<file path="config.mk">
export PLATFORM = sky130hd
export DESIGN_NAME = cursor_mover
export DESIGN_NICKNAME = d
export VERILOG_FILES = /design/src/rtl/cursor_pkg.sv /design/src/rtl/axis_step.sv /design/src/rtl/cursor_mover.sv
export SDC_FILE = /design/constraint.sdc
export NUM_CORES = 1
export LEC_CHECK = 0
export ABC_AREA = 1
export BUFFER_PORTS_ARGS = -buffer_cell sky130_fd_sc_hd__buf_4
export CAP_MARGIN = 20
export CORE_MARGIN = 2
export CORE_UTILIZATION = 50
export DETAILED_ROUTE_END_ITERATION = 8
export GPL_ROUTABILITY_DRIVEN = 1
export HOLD_SLACK_MARGIN = 0.02
export PLACE_DENSITY_LB_ADDON = 0.08
export SYNTH_ARGS = -nofsm -noshare
export SYNTH_HDL_FRONTEND = slang
export SYNTH_HIERARCHICAL = 1
export SYNTH_SLANG_ARGS = --single-unit
</file>
<file path="constraint.sdc">
create_clock -name clk -period 5.6 [get_ports clk]
set_clock_uncertainty 0.2 [all_clocks]
set_input_delay 0.56 -clock clk [delete_from_list [all_inputs] [get_ports clk]]
set_output_delay 0.56 -clock clk [all_outputs]
set_load 0.01 [all_outputs]
</file>
<file path="src/rtl/cursor_pkg.sv">
// Shared types and constants for the cursor_mover block: FSM states,
// per-axis direction encoding and at_edge bit positions.
package cursor_pkg;

  typedef enum logic [1:0] {
    IDLE = 2'd0,
    SLOW = 2'd1,
    FAST = 2'd2
  } state_e;

  // Two-bit signed direction per axis: -1, 0 or +1
  typedef logic signed [1:0] dir_t;

  localparam dir_t DIR_NEG  = 2'sb11;
  localparam dir_t DIR_ZERO = 2'sb00;
  localparam dir_t DIR_POS  = 2'sb01;

  localparam int EDGE_LEFT   = 3;
  localparam int EDGE_RIGHT  = 2;
  localparam int EDGE_TOP    = 1;
  localparam int EDGE_BOTTOM = 0;

  // Opposing buttons held together cancel to zero
  function automatic dir_t decode_dir(input logic neg, input logic pos);
    dir_t d;
    if (neg && !pos) begin
      d = DIR_NEG;
    end else if (pos && !neg) begin
      d = DIR_POS;
    end else begin
      d = DIR_ZERO;
    end
    return d;
  endfunction

endpackage

</file>
<file path="src/rtl/axis_step.sv">
// Combinational next-coordinate logic for one axis, with clamp or wrap at
// the inclusive [LO, HI] bounds. Arithmetic is done one bit wider than pos.
module axis_step
  import cursor_pkg::*;
#(
  parameter int W  = 10,
  parameter int LO = 1,
  parameter int HI = 640
) (
  input  logic [W-1:0] pos,
  input  dir_t         dir,
  input  logic [W-1:0] step,
  input  logic         wrap_en,
  output logic [W-1:0] next_pos
);

  logic [W:0] p_s;
  logic [W:0] s_s;
  logic [W:0] lo_s;
  logic [W:0] hi_s;
  logic [W:0] n_s;

  // Land exactly on the edge before jumping across it, so no pixel is skipped
  always_comb begin
    p_s  = {1'b0, pos};
    s_s  = {1'b0, step};
    lo_s = (W+1)'(LO);
    hi_s = (W+1)'(HI);
    n_s  = p_s;
    case (dir)
      DIR_NEG: begin
        if (wrap_en && (p_s == lo_s)) begin
          n_s = hi_s;
        end else if (p_s < (lo_s + s_s)) begin
          n_s = lo_s;
        end else begin
          n_s = p_s - s_s;
        end
      end
      DIR_POS: begin
        if (wrap_en && (p_s == hi_s)) begin
          n_s = lo_s;
        end else if ((p_s + s_s) > hi_s) begin
          n_s = hi_s;
        end else begin
          n_s = p_s + s_s;
        end
      end
      default: begin
        n_s = p_s;
      end
    endcase
    next_pos = n_s[W-1:0];
  end

endmodule

</file>
<file path="src/rtl/cursor_mover.sv">
// Cursor/sprite position generator: turns held direction buttons into a
// rate-limited, accelerating top-left coordinate with clamp/wrap and load.
module cursor_mover
  import cursor_pkg::*;
#(
  parameter int X_W        = 10,
  parameter int Y_W        = 9,
  parameter int X_MIN      = 1,
  parameter int X_MAX      = 640,
  parameter int Y_MIN      = 1,
  parameter int Y_MAX      = 480,
  parameter int SPR_W      = 1,
  parameter int SPR_H      = 1,
  parameter int X_INIT     = 320,
  parameter int Y_INIT     = 240,
  parameter int RATE_DIV   = 833333,
  parameter int HOLD_MOVES = 30,
  parameter int STEP_SLOW  = 1,
  parameter int STEP_FAST  = 4
) (
  input  logic           clk,
  input  logic           reset,
  input  logic           up,
  input  logic           down,
  input  logic           left,
  input  logic           right,
  input  logic           wrap_en,
  input  logic           load,
  input  logic [X_W-1:0] load_x,
  input  logic [Y_W-1:0] load_y,
  output logic [X_W-1:0] pos_x,
  output logic [Y_W-1:0] pos_y,
  output logic           moved,
  output logic [3:0]     at_edge
);

  localparam int X_LO   = X_MIN;
  localparam int X_HI   = X_MAX - SPR_W + 1;
  localparam int Y_LO   = Y_MIN;
  localparam int Y_HI   = Y_MAX - SPR_H + 1;
  localparam int CNT_W  = $clog2(RATE_DIV);
  localparam int HOLD_W = $clog2(HOLD_MOVES + 1);

  state_e              state_q, state_d;
  logic [CNT_W-1:0]    cnt_q, cnt_d;
  logic [HOLD_W-1:0]   hold_q, hold_d;
  dir_t                dir_x_q, dir_x_d, dir_y_q, dir_y_d;
  logic [X_W-1:0]      pos_x_q, pos_x_d;
  logic [Y_W-1:0]      pos_y_q, pos_y_d;
  logic                moved_q, moved_d;

  dir_t                dir_x_s, dir_y_s;
  logic                vec_nz_s, entering_s, fast_step_s, move_s;
  logic [X_W-1:0]      step_x_s, nxt_x_s, ld_x_s;
  logic [Y_W-1:0]      step_y_s, nxt_y_s, ld_y_s;
  logic [HOLD_W-1:0]   hold_inc_s;

  assign dir_x_s    = decode_dir(left, right);
  assign dir_y_s    = decode_dir(up, down);
  assign vec_nz_s   = (dir_x_s != DIR_ZERO) || (dir_y_s != DIR_ZERO);
  assign entering_s = (state_q == IDLE) || (dir_x_s != dir_x_q) || (dir_y_s != dir_y_q);

  // Step size and clamped load coordinates; kept apart from the FSM to avoid a loop through axis_step
  always_comb begin
    fast_step_s = (state_q == FAST) && !entering_s;
    step_x_s    = fast_step_s ? X_W'(STEP_FAST) : X_W'(STEP_SLOW);
    step_y_s    = fast_step_s ? Y_W'(STEP_FAST) : Y_W'(STEP_SLOW);
    ld_x_s      = (load_x < X_W'(X_LO)) ? X_W'(X_LO) :
                  (load_x > X_W'(X_HI)) ? X_W'(X_HI) : load_x;
    ld_y_s      = (load_y < Y_W'(Y_LO)) ? Y_W'(Y_LO) :
                  (load_y > Y_W'(Y_HI)) ? Y_W'(Y_HI) : load_y;
  end

  axis_step #(.W(X_W), .LO(X_LO), .HI(X_HI)) u_axis_x (
    .pos      (pos_x_q),
    .dir      (dir_x_s),
    .step     (step_x_s),
    .wrap_en  (wrap_en),
    .next_pos (nxt_x_s)
  );

  axis_step #(.W(Y_W), .LO(Y_LO), .HI(Y_HI)) u_axis_y (
    .pos      (pos_y_q),
    .dir      (dir_y_s),
    .step     (step_y_s),
    .wrap_en  (wrap_en),
    .next_pos (nxt_y_s)
  );

  // FSM next state, rate/hold counters and position update; load wins over buttons
  always_comb begin
    state_d    = state_q;
    cnt_d      = cnt_q;
    hold_d     = hold_q;
    dir_x_d    = dir_x_q;
    dir_y_d    = dir_y_q;
    pos_x_d    = pos_x_q;
    pos_y_d    = pos_y_q;
    moved_d    = 1'b0;
    move_s     = 1'b0;
    hold_inc_s = (hold_q == HOLD_W'(HOLD_MOVES)) ? hold_q : hold_q + HOLD_W'(1);

    if (load) begin
      pos_x_d = ld_x_s;
      pos_y_d = ld_y_s;
      moved_d = 1'b1;
      state_d = IDLE;
      cnt_d   = '0;
      hold_d  = '0;
      dir_x_d = DIR_ZERO;
      dir_y_d = DIR_ZERO;
    end else if (!vec_nz_s) begin
      state_d = IDLE;
      cnt_d   = '0;
      hold_d  = '0;
      dir_x_d = DIR_ZERO;
      dir_y_d = DIR_ZERO;
    end else if (entering_s) begin
      move_s  = 1'b1;
      cnt_d   = '0;
      hold_d  = HOLD_W'(1);
      dir_x_d = dir_x_s;
      dir_y_d = dir_y_s;
      state_d = (HOLD_MOVES <= 1) ? FAST : SLOW;
    end else if (cnt_q == CNT_W'(RATE_DIV - 1)) begin
      move_s  = 1'b1;
      cnt_d   = '0;
      hold_d  = hold_inc_s;
      state_d = (hold_inc_s >= HOLD_W'(HOLD_MOVES)) ? FAST : SLOW;
    end else begin
      cnt_d = cnt_q + CNT_W'(1);
    end

    if (move_s) begin
      pos_x_d = nxt_x_s;
      pos_y_d = nxt_y_s;
      moved_d = (nxt_x_s != pos_x_q) || (nxt_y_s != pos_y_q);
    end else begin
      moved_d = moved_d;
    end
  end

  // State and output registers
  always_ff @(posedge clk or negedge reset) begin
    if (!reset) begin
      state_q <= IDLE;
      cnt_q   <= '0;
      hold_q  <= '0;
      dir_x_q <= DIR_ZERO;
      dir_y_q <= DIR_ZERO;
      pos_x_q <= X_W'(X_INIT);
      pos_y_q <= Y_W'(Y_INIT);
      moved_q <= 1'b0;
    end else begin
      state_q <= state_d;
      cnt_q   <= cnt_d;
      hold_q  <= hold_d;
      dir_x_q <= dir_x_d;
      dir_y_q <= dir_y_d;
      pos_x_q <= pos_x_d;
      pos_y_q <= pos_y_d;
      moved_q <= moved_d;
    end
  end

  assign pos_x = pos_x_q;
  assign pos_y = pos_y_q;
  assign moved = moved_q;

  assign at_edge[EDGE_LEFT]   = (pos_x_q == X_W'(X_LO));
  assign at_edge[EDGE_RIGHT]  = (pos_x_q == X_W'(X_HI));
  assign at_edge[EDGE_TOP]    = (pos_y_q == Y_W'(Y_LO));
  assign at_edge[EDGE_BOTTOM] = (pos_y_q == Y_W'(Y_HI));

endmodule

</file>
# == After elaboration in Yosys (flattened, before gate mapping) ==
# Index checks and enable logic that the tools add are counted.
# op_classes
n_shift,0
eq_ne,17
mul,0
n_lt_le_gt_ge,9
n_mux,50
div_mod_pow,0
n_reduce_logical,22
n_bitwise,0
add_sub_neg,8
# ops
op,n
10-bit two-way mux,8
20-bit two-way mux,4
9-bit two-way mux,8
2-bit two-way mux,13
5-bit two-way mux,5
20-bit by 1-bit adder with 20-bit output (second input constant),1
20-bit == test (second input constant),1
10-bit case mux with 2 select lines,1
9-bit case mux with 2 select lines,1
10-bit by 3-bit adder with 11-bit output,1
11-bit by 10-bit greater-than comparator with 1-bit output (second input constant),1
10-bit by 11-bit less-than comparator with 1-bit output,1
9-bit by 3-bit adder with 10-bit output,1
10-bit by 1-bit == test with 1-bit output (second input constant),1
10-bit == test (second input constant),1
10-bit greater-than comparator (second input constant),1
10-bit by 9-bit greater-than comparator with 1-bit output (second input constant),1
10-bit by 1-bit less-than comparator with 1-bit output (second input constant),1
9-bit by 10-bit less-than comparator with 1-bit output,1
10-bit != test,1
10-bit by 3-bit subtractor with 10-bit output,1
9-bit by 1-bit == test with 1-bit output (second input constant),1
9-bit == test (second input constant),1
9-bit greater-than comparator (second input constant),1
19 further kinds,49
# totals
ramBits,0
latchBits,0
elab_cells,114
rom_bits,0
input_bits,27
mem_count,0
ff_bits,51

# == Depth between registers and ports, before layout ==
# Gate-level depths: netlist of the first run.
# logic_depth
ltp_word,18
depth_mapped,33
mapped_depth_nobuf,32

# == Cells and area by module ==
# The synthesis of the first run kept the hierarchy.
# modules_own_cells
mod,area_each_um2,cells_each,seq_area_each_um2,n_inst
cursor_mover,3291.9,449,1283.7,1
axis_step (u_axis_x),1780.5,314,0.0,1
axis_step (u_axis_y),1565.3,275,0.0,1

# == Worst setup path after synthesis of the first run ==
# Ideal clock, no wire load.
# synth_path
path_kind,input to register
start,input port down
end,"register moved_q, in the netlist moved"
required_time_ns,5.281
n_path_buf,0
arrival_ns,4.693
path_slack_ns,0.588
cell_stages,28
path_cell_list,inv_1 > ha_1 > inv_2 > nand2_1 > nand2_1 > nand3_2 > nor2_4 > inv_1 > nor3_1 > inv_1 > ha_1 > fa_1 > or2_2 > nor2_1 > nand3_1 > nor2_1 > nor2_1 > nand3_2 > nand2_2 > nor2_4 > nand2_1 > nand2_1 > xnor2_1 > nand3_1 > nor3_1 > nand3_1 > nand2_1 > nand2_1
# synth_between
elab_chain_len,16
word_cells_on_any_way,42
cone_classes,add/sub (6); order compare (4); eq/ne (5); mux (18); reduce/logical (9)
# synth_rtl
element,line,text
start: declaration,cursor_mover.sv:24,"input logic down,"
1-bit logical AND / 1-bit logical NOT (equally long branches),"cursor_pkg.sv:28, cursor_pkg.sv:26",
1-bit two-way mux / 1-bit logical AND (equally long branches),"cursor_pkg.sv:28, cursor_pkg.sv:26",
2-bit two-way mux *,cursor_pkg.sv:26,if (neg && !pos) begin
named net dir_y_s[0],cursor_mover.sv:52,"dir_t dir_x_s, dir_y_s;"
2-bit != test *,cursor_mover.sv:61,assign entering_s = (state_q == IDLE) || (dir_x_s != dir_x_q) || (dir_y_s != dir_y_q);
1-bit logical OR *,cursor_mover.sv:61,
1-bit logical NOT *,cursor_mover.sv:65,fast_step_s = (state_q == FAST) && !entering_s;
1-bit logical AND *,cursor_mover.sv:65,
named net fast_step_s,cursor_mover.sv:53,"logic vec_nz_s, entering_s, fast_step_s, move_s;"
[1 not listed],-,
named net step_x_s[0],cursor_mover.sv:54,"logic [X_W-1:0] step_x_s, nxt_x_s, ld_x_s;"
[1 not listed],-,
11-bit by 10-bit greater-than comparator with 1-bit output / 10-bit by 11-bit less-than comparator with 1-bit output (equally long branches),"axis_step.sv:43, axis_step.sv:34",
10-bit two-way mux (on tied branches),"axis_step.sv:43, axis_step.sv:34",
10-bit two-way mux (on tied branches),"axis_step.sv:41, axis_step.sv:32",
10-bit case mux with 2 select lines *,axis_step.sv:30,case (dir)
10-bit != test *,cursor_mover.sv:137,moved_d = (nxt_x_s != pos_x_q) || (nxt_y_s != pos_y_q);
1-bit logical OR *,cursor_mover.sv:137,
1-bit two-way mux *,cursor_mover.sv:134,if (move_s) begin
named net moved_d,cursor_mover.sv:50,"logic moved_q, moved_d;"
end signal: assignment,cursor_mover.sv:162,moved_q <= moved_d;
end: declaration,cursor_mover.sv:50,
# Mark *: on every way through the listed nets, which the timed path passes. The rest lies on a longest branch.
# A chain may end at the register's enable or synchronous reset.

# == Worst setup path after layout of the first run ==
# layout_path
start,input port up
end,"register moved_q, in the netlist moved"
# layout_between
elab_chain_len,17
word_cells_on_any_way,42
cone_classes,add/sub (6); order compare (4); eq/ne (5); mux (18); reduce/logical (9)
# layout_rtl
element,line,text
start: declaration,cursor_mover.sv:23,"input logic up,"
1-bit logical NOT,cursor_pkg.sv:28,end else if (pos && !neg) begin
1-bit logical AND,cursor_pkg.sv:28,
1-bit two-way mux,cursor_pkg.sv:28,
2-bit two-way mux *,cursor_pkg.sv:26,
named net dir_y_s[0],cursor_mover.sv:52,
2-bit != test *,cursor_mover.sv:61,
1-bit logical OR *,cursor_mover.sv:61,
1-bit logical NOT *,cursor_mover.sv:65,
[1 not listed],-,
named net fast_step_s,cursor_mover.sv:53,
[1 not listed],-,
named net step_x_s[0],cursor_mover.sv:54,
[2 not listed],-,
10-bit two-way mux (on tied branches),"axis_step.sv:43, axis_step.sv:34",
10-bit two-way mux (on tied branches),"axis_step.sv:41, axis_step.sv:32",
10-bit case mux with 2 select lines *,axis_step.sv:30,
named net nxt_x_s[3],cursor_mover.sv:54,
10-bit != test *,cursor_mover.sv:137,
1-bit logical OR *,cursor_mover.sv:137,
1-bit two-way mux *,cursor_mover.sv:134,
named net moved_d,cursor_mover.sv:50,
# Marked as above.

==> results of run 1 <==
worst max-delay path, delay by kind of cell:
family | cells | cell delay [ns]
compound gates | 1 | 0.25
simple gates | 20 | 1.87
xor+xnor | 1 | 0.15
buf+inv | 4 | 0.55
fa+ha+maj | 3 | 1.08
per-stage QoR:
| step | area, um^2 | utilization [%] | hold WS [ns] |
|---|---|---|---|
| after floorplan | 6870 | - | 0.0644 |
| after global placement | 7360 | 56.2 | 0.282 |
| after detailed placement | 7360 | 56.2 | 0.285 |
| after CTS | 7510 | 57.4 | 0.125 |
| after global routing | 7510 | 57.4 | 0.154 |
| final | 7510 | 57.4 | 0.0974 |
layer usage:
| layer | wire [um] | share of wire (%) |
|---|---|---|
| met1 | 8240 | 47 |
| met2 | 8130 | 47 |
| met3 | 563 | 3.2 |
| met4 | 459 | 2.6 |
| met5 | 0 | 0 |
cell families (layout without fill, tap and decap cells):
kind of cell | count (synthesis) | in the layout
AND/OR/NAND/NOR | 587 | 587
buffers and inverters | 176 | 221
AO/OA/AOI/OAI | 103 | 103
adder cells (fa/ha/maj) | 68 | 68
XOR/XNOR | 52 | 52
flip-flops | 51 | 51
other | 1 | 63
report_power, final:
group / total [mW] / switching, mW / leakage, nW / internal, mW
clock: 0.318 / 0.147 / 0.0723 / 0.171
combinational: 0.974 / 0.595 / 3.11 / 0.379
sequential: 0.522 / 0.117 / 0.659 / 0.404
total: 1.81 / 0.859 / 3.84 / 0.954
worst max path at each step:
stage,to
2_1_floorplan,moved
3_3_place_gp,moved
3_5_place_dp,moved
4_1_cts,moved
5_1_grt,moved
6_report,moved
flip-flops by register name, indices dropped and copies added (netlist names):
name     flops
cnt_q       20
state_q      2
dir_y_q      2
hold_q       5
dir_x_q      2
moved        1
pos_y        9
pos_x       10
area by class of cell:
type	instances	area, um^2
clock buffer	5	125
clock inverter	3	27.5
fill	1301	5570
inverter	162	613
multi-input combinational	873	4860
sequential	51	1280
tap	176	220
timing repair buffer	51	383
placed cells by master (no fill, tap or decap), drive strengths merged, types with 29 or more instances in the layout:
master	count
nand4	29
nand3	101
dfrtp	45
nor2	115
nand2	295
conb	63
buf	51
ha	64
a21oi	43
inv	162
o21ai	41
==> results.sh, run 1 <==
export IMPL_r2r_end="moved"
export IMPL_globalRouteMet1Util_pct=34.1
export IMPL_synth_fa_ha_area_share_pct=13.3
export IMPL_vias_per_cell=5.03
export IMPL_grt_max_degree=52
export IMPL_syn_inst=1038
export IMPL_ys_ff_latch=51
export IMPL_die_area_um2=14200
export IMPL_preCtsSetupSlack_ns=0.807
export IMPL_vias=6647
export IMPL_slew_violations=0
export IMPL_wl_per_cell_um=13.2
export IMPL_die_w_um=119
export IMPL_synth_area_top_cells="dfrtp_1, nand2_1, ha_1"
export IMPL_yosysSeqAreaShare_pct=19.3
export IMPL_crit_required_ns=5.58
export IMPL_min_path_type="primary input to async pin"
export IMPL_yosysWarnings=6
export IMPL_synth_top_family_by_area="simple AND/OR/NAND/NOR gates"
export IMPL_dp_hpwl_um=13700
export IMPL_worstSetupPathType="primary input to flip-flop"
export IMPL_antenna_cells=0
export IMPL_setup_viol=0
export IMPL_yosys_area_top_type="dfrtp_1"
export IMPL_status="finished, final reports clean"
export IMPL_totalPowerFinal_mw=1.81
export IMPL_synth_top_area_share_pct=17.0
export IMPL_layout_cells_non_filler=1321
export IMPL_synth_simple_area_share_pct=40.2
export IMPL_cts_tree="built"
export IMPL_finalCriticalPeriod_ns=4.48
export IMPL_r2r_cells=25
export IMPL_start_kind="primary input"
export IMPL_cp_arrival_ns=4.47
export IMPL_synth_commonest_cells="nand2_1, inv_1, nor2_1"
export IMPL_cp_end_kind="flip-flop"
export IMPL_grt_pass1_wl_um=29900
export IMPL_r2r_start="dir_y_q[1]"
export IMPL_met2_usage_pct=43.7
export IMPL_drtPass1Iterations=5
export IMPL_rsz0062_at_grt="no"
export IMPL_clockBufferDepth=2
export IMPL_muxShareOfSynthArea_pct=0
export IMPL_coreArea_um2=13100
export IMPL_numPortBuffers=50
export IMPL_cts_resized_gates=0
export IMPL_antenna_found_initial=0
export IMPL_cts_htree_levels=2
export IMPL_syn_area_um2=6640
export IMPL_postCtsSetupBuffers=0
export IMPL_synth_most_common_cell="nand2_1"
export IMPL_grt_use_total_pct=25.5
export IMPL_place_inst=1313
export IMPL_slew_headroom_pct=52.4
export IMPL_synth_async_reset_ratio_pct=100
export IMPL_synth_xor_area_share_pct=6.86
export IMPL_layout_area_overhead_vs_synth_pct=13.2
export IMPL_clk_pin_slew_worst_paths_ns=0.07
export IMPL_synth_edff_count=0
export IMPL_clock_sinks=51
export IMPL_clk_insertion_delay_late_ns=0.29
export IMPL_root_buffer="clkbuf_16"
export IMPL_cp_common_cell="nand2_1"
export IMPL_drcViolationCount=0
export IMPL_cp_slowest_cell="fa_1"
export IMPL_fmaxAchievable_ghz=0.223
export IMPL_tightest_slew_ns=0.706
export IMPL_die_h_um=119
export IMPL_cpPeakStageDelay_ns=0.43
export IMPL_ir_worst_vdd_v=0.000125
export IMPL_grt_util_met3_pct=2.35
export IMPL_grt_pass1_vias=6293
export IMPL_start_util_pct=50.7
export IMPL_leakage_nw=3.84
export IMPL_syn_area_per_cell_um2=6.39
export IMPL_synth_cell_types=52
export IMPL_pin_count=51
export IMPL_drive_gt1_share_pct=11.6
export IMPL_synth_compound_area_share_pct=9.29
export IMPL_grt_ovfl_total=0
export IMPL_reg2reg_setup_slack_ns=1.43
export IMPL_pwr_density_cell_nw_per_um2=241
export IMPL_top_usage_layer="met2"
export IMPL_first_iter_violations=377
export IMPL_synthFlopType="dfrtp_1"
export IMPL_holdBufCountCts=0
export IMPL_maxCapViolations=0
export IMPL_hold_viol=0
export IMPL_nets=1239
export IMPL_startpoint="up"
export IMPL_place_gp_congestion=0.944
export IMPL_drtAntennaViolNets=0
export IMPL_setup_tns_ns=0
export IMPL_wl_um=17400
export IMPL_row_count=42
export IMPL_fin_ws_ns=1.12
export IMPL_crit_fanout=12
export IMPL_cts_buffers=5
export IMPL_fin_crit_sh_pct=80.1
No activity file was read; power rests on OpenSTA's default activity.
==> run 2, diff against run 1 <==
==> constraint.sdc (replaced) <==
create_clock -name clk -period 4.2 [get_ports clk]
set_clock_uncertainty 0.2 [all_clocks]
set_input_delay 0.42 -clock clk [delete_from_list [all_inputs] [get_ports clk]]
set_output_delay 0.42 -clock clk [all_outputs]
set_load 0.01 [all_outputs]
==> results.sh, run 2 (synthesis gave the netlist of run 1 again) <==
export IMPL_clock_sinks=51
export IMPL_preCtsSetupSlack_ns=-0.290
export IMPL_cts_htree_levels=2
export IMPL_die_w_um=119
export IMPL_antenna_cells=0
export IMPL_crit_fanout=4
export IMPL_leakage_nw=4.11
export IMPL_pin_count=51
export IMPL_largest_reg_flops=20
export IMPL_final_cell_mix="nand2_1, inv_1, buf_4, nor2_1, nand3_1"
export IMPL_die_h_um=119
export IMPL_min_path_type="primary input to flip-flop"
export IMPL_vias_per_cell=5.01
export IMPL_slew_headroom_pct=51.7
export IMPL_start_util_pct=50.7
export IMPL_place_gp_congestion=0.923
export IMPL_pwr_density_cell_nw_per_um2=333
export IMPL_final_common_cell="nand2_1"
export IMPL_first_iter_violations=462
export IMPL_hold_viol=0
export IMPL_fin_crit_sh_pct=96.0
export IMPL_cts_buffers=5
export IMPL_layout_cells_non_filler=1374
export IMPL_finalCriticalPeriod_ns=4.03
export IMPL_clk_pin_slew_worst_paths_ns=0.07
export IMPL_setup_tns_ns=0
export IMPL_coreArea_um2=13100
export IMPL_drcViolationCount=0
export IMPL_comb_power_share_pct=57.8
export IMPL_dpl_cell_area_um2=7770
export IMPL_drtPass1Iterations=6
export IMPL_row_count=42
export IMPL_internal_power_mw=1.48
export IMPL_antenna_found_initial=0
export IMPL_design_area_um2=8050
export IMPL_tightest_slew_ns=0.717
export IMPL_vias=6884
export IMPL_fin_ws_ns=0.166
export IMPL_clockBufferDepth=2
export IMPL_fin_util_pct=61.5
export IMPL_start_kind="primary input"
export IMPL_drive_gt1_share_pct=17.3
export IMPL_fmaxAchievable_ghz=0.248
export IMPL_layout_area_overhead_vs_synth_pct=21.2
export IMPL_hold_slack_ns=0.206
export IMPL_cp_end_kind="flip-flop"
export IMPL_grt_ovfl_total=0
export IMPL_die_area_um2=14200
export IMPL_status="finished, final reports clean"
export IMPL_grt_pass1_wl_um=31100
export IMPL_clk_insertion_delay_late_ns=0.29
export IMPL_totalPowerFinal_mw=2.68
export IMPL_swShare_pct=44.7
export IMPL_seqPwrFrac_pct=25.1
export IMPL_worstSetupPathType="primary input to flip-flop"
export IMPL_place_inst=1362
export IMPL_grt_max_degree=52
export IMPL_setup_viol=0
export IMPL_netSwitchingPower_mw=1.20
export IMPL_cts_tree="built"
export IMPL_drtAntennaViolNets=0
export IMPL_dp_hpwl_um=14500
export IMPL_maxCapViolations=0
export IMPL_cp_arrival_ns=4.01
export IMPL_nets=1292
export IMPL_wl_per_cell_um=13.4
export IMPL_crit_required_ns=4.17
export IMPL_grt_pass1_vias=6577
export IMPL_numPortBuffers=50
export IMPL_root_buffer="clkbuf_16"
export IMPL_nFillCells=1309
export IMPL_ir_worst_vdd_v=0.000212
export IMPL_grt_use_total_pct=26.6
export IMPL_regMostFlops="cnt_q"
export IMPL_wl_um=18400
export IMPL_clockPowerShare_pct=17.1
export IMPL_slew_violations=0
## run 2: metal layers
metal | track usage, % | wire length [um]
met1 | 34.8 | 8440
met2 | 46.6 | 8910
met3 | 2.73 | 637
met4 | 7.59 | 390
met5 | 0 | 0
## run 2: path summary, 6_finish.rpt
check / startpoint / end / slack, ns / cells after the start
hold reg to reg: dir_x_q[1] / dir_x_q[1] / 0.32 / 2
setup reg to reg: state_q[0] / moved / 0.21 / 25
min in group asynchronous: reset / pos_y[3] / 0.50 / 2
max in group asynchronous: reset / pos_x[7] / 2.87 / 2
setup / recovery: right / moved / 0.17 / 28
hold / removal: load / dir_y_q[0] / 0.21 / 2
## run 2: cell type report
| cell class | count | area (um^2) | area share, % |
|---|---|---|---|
| clock buffers | 6 | 129 | 1.60 |
| multi-input cells | 873 | 4980 | 61.9 |
| clock inverters | 2 | 37.5 | 0.467 |
| well taps | 176 | 220 | 2.74 |
| inverters | 162 | 616 | 7.65 |
| repair buffers | 104 | 783 | 9.74 |
| flip-flops and latches | 51 | 1280 | 16.0 |
## run 2: critical path: stages
cell and delay (ns):
buf_4 0.09, inv_2 0.05, ha_4 0.28, nor2_1 0.05, nor2_2 0.08, nand3_2 0.10
nor2_4 0.10, inv_2 0.06, nor3_4 0.24, inv_4 0.09, ha_4 0.17, fa_2 0.45
or2_2 0.30, nor2_1 0.09, nand3_1 0.08, nor2_1 0.12, nor2_1 0.06, nand3_2 0.09
nand2_2 0.07, nor2_4 0.16, nand2_2 0.06, nand2_2 0.10, xnor2_2 0.12, nand3_1 0.11
nor3_2 0.26, nand3_1 0.10, nand2_1 0.07, nand2_1 0.05
## run 2: repair_timing
item                       CTS  global route
setup endpoints to repair    1             2
hold endpoints to repair    45             0
resized for setup            1            18
hold buffers                 1             0
pin swaps                    0            15
setup buffers                0             3
## run 2: power by group through the flow
stage	Combinational, mW	Clock [mW]	Sequential [mW]
6_report	1.55	0.458	0.673
5_1_grt	1.73	0.489	0.682
4_1_cts	1.48	0.471	0.671
3_5_place_dp	1.47	0	0.680
3_3_place_gp	1.47	0	0.680
2_1_floorplan	0.982	0	0.657
==> run 3, diff against run 2 <==
--- a/config.mk
+++ b/config.mk
@@ -6,11 +6,11 @@
 export NUM_CORES = 1
 export LEC_CHECK = 0
 export ABC_AREA = 1
-export BUFFER_PORTS_ARGS = -buffer_cell sky130_fd_sc_hd__buf_4
 export CAP_MARGIN = 20
 export CORE_MARGIN = 2
 export CORE_UTILIZATION = 50
 export DETAILED_ROUTE_END_ITERATION = 8
+export DONT_BUFFER_PORTS = 1
 export GPL_ROUTABILITY_DRIVEN = 1
 export HOLD_SLACK_MARGIN = 0.02
 export PLACE_DENSITY_LB_ADDON = 0.08
==> results.sh, run 3 (synthesis gave the netlist of run 1 again) <==
export IMPL_antenna_found_initial=0
export IMPL_reg2reg_setup_slack_ns=0.25
export IMPL_leakage_nw=3.81
export IMPL_fmaxAchievable_ghz=0.253
export IMPL_regMostFlops="cnt_q"
export IMPL_start_util_pct=50.7
export IMPL_grt_pass1_vias=6273
export IMPL_clk_insertion_delay_late_ns=0.29
export IMPL_endpoint="moved"
export IMPL_r2r_end="moved"
export IMPL_die_h_um=119
export IMPL_cp_arrival_ns=3.93
export IMPL_cts_buffers=5
export IMPL_r2r_cells=24
export IMPL_cp_end_kind="flip-flop"
export IMPL_internal_power_mw=1.31
export IMPL_row_count=42
export IMPL_worstSetupPathType="flip-flop to flip-flop"
export IMPL_layout_area_overhead_vs_synth_pct=13.5
export IMPL_clockBufferDepth=2
export IMPL_grt_pass1_wl_um=30600
export IMPL_drive_gt1_share_pct=11.9
export IMPL_cts_tree="built"
export IMPL_antenna_cells=0
export IMPL_start_kind="flip-flop"
export IMPL_clk_pin_slew_worst_paths_ns=0.07
export IMPL_pwr_density_cell_nw_per_um2=329
export IMPL_drtPass1Iterations=5
export IMPL_swShare_pct=47.3
export IMPL_nFillCells=1307
export IMPL_wl_um=18400
export IMPL_final_common_cell="nand2_1"
export IMPL_grt_ovfl_total=0
export IMPL_numPortBuffers=0
export IMPL_seqPwrFrac_pct=28.0
export IMPL_drcViolationCount=0
export IMPL_r2r_start="dir_x_q[1]"
export IMPL_clockPowerShare_pct=16.6
export IMPL_pin_count=51
export IMPL_startpoint="dir_x_q[1]"
export IMPL_first_iter_violations=385
export IMPL_min_from="load"
export IMPL_vias_per_cell=5.10
export IMPL_setup_viol=0
export IMPL_final_cell_mix="nand2_1, inv_1, nor2_1, nand3_1, conb_1"
export IMPL_hold_viol=0
export IMPL_die_area_um2=14200
export IMPL_grt_use_total_pct=26.6
export IMPL_totalPowerFinal_mw=2.48
export IMPL_status="finished, final reports clean"
export IMPL_root_buffer="clkbuf_16"
export IMPL_die_w_um=119
export IMPL_coreArea_um2=13100
export IMPL_clock_sinks=51
export IMPL_dp_hpwl_um=14500
export IMPL_cts_htree_levels=2
export IMPL_slew_headroom_pct=48.5
export IMPL_wl_per_cell_um=14.1
export IMPL_finalCriticalPeriod_ns=3.95
export IMPL_grt_max_degree=52
export IMPL_slew_violations=0
export IMPL_drtAntennaViolNets=0
export IMPL_crit_required_ns=4.18
export IMPL_nets=1229
export IMPL_crit_fanout=4
export IMPL_fin_crit_sh_pct=94.0
export IMPL_min_path_type="primary input to flip-flop"
export IMPL_setup_tns_ns=0
export IMPL_maxCapViolations=0
export IMPL_largest_reg_flops=20
export IMPL_hold_slack_ns=0.0682
export IMPL_tightest_slew_ns=0.765
export IMPL_vias=6682
export IMPL_place_gp_congestion=0.921
export IMPL_ir_worst_vdd_v=0.000215
export IMPL_netSwitchingPower_mw=1.17
export IMPL_comb_power_share_pct=55.3
[run 3: power by group through the flow]
stage	Clock (mW)	Sequential, mW	Combinational, mW
final	0.413	0.695	1.37
after floorplan	0	0.657	0.982
after CTS	0.421	0.698	1.32
after global placement	0	0.708	1.30
after global routing	0.440	0.706	1.55
after detailed placement	0	0.708	1.30
[run 3: how the worst min path moves through the flow]
stage                     slack, ns  cells after the start  endpoint
after global routing           0.08                      3  pos_y[4]
final                          0.07                      3  pos_y[4]
after global placement        -0.07                      0  pos_y[0]
after floorplan               -0.08                      0  cnt_q[0]
after detailed placement      -0.07                      0  pos_y[8]
after CTS                      0.06                      3  pos_y[4]
[run 3: critical path, stage by stage (launching register included)]
cell,delay (ns)
dfrtp_1,0.40
xnor2_1,0.17
nand2_1,0.11
nor2_4,0.12
inv_2,0.05
nor3_4,0.25
inv_4,0.09
ha_4,0.18
fa_1,0.49
or2_4,0.27
nor2_2,0.08
nand3_1,0.08
nor2_1,0.13
nor2_1,0.06
nand3_2,0.09
nand2_2,0.07
nor2_4,0.15
nand2_1,0.08
nand2_2,0.08
xnor2_1,0.11
nand3_1,0.10
nor3_2,0.25
nand3_1,0.10
nand2_1,0.07
nand2_1,0.04
[run 3: metrics by stage]
stage	area (um^2)	worst slack, ns	utilization (%)	std cells
finish	7530	0.253	57.6	1311
global route	7530	-0.0266	57.6	1311
CTS	7470	0.104	57.1	1307
detailed placement	7270	-0.188	55.6	1296
global placement	7270	-0.195	55.6	1296
floorplan	6910	0.0134	-	1100
[run 3: layer usage]
metal | vias to the layer above | part of all wire, % | track usage (%)
met5 | - | 0 | 0
met1 | 3046 | 45 | 34.2
li1 | 3455 | - | -
met2 | 145 | 48 | 46.1
met3 | 36 | 4.1 | 3.54
met4 | 0 | 2.6 | 8.48
[run 3: final cells by class]
cell class | count | area (um^2) | area share (%)
clock buffers | 5 | 125 | 1.66
clock inverters | 3 | 22.5 | 0.299
inverters | 162 | 616 | 8.17
multi-input cells | 873 | 4930 | 65.5
flip-flops and latches | 51 | 1280 | 17.0
well taps | 176 | 220 | 2.92
repair buffers | 41 | 333 | 4.42
[run 3: repair_timing]
item                       4_1_cts  5_1_grt
gates resized for setup          0        8
hold endpoints to repair        54        0
setup endpoints to repair        0        1
hold buffers                     3        0
buffers inserted                 0        4
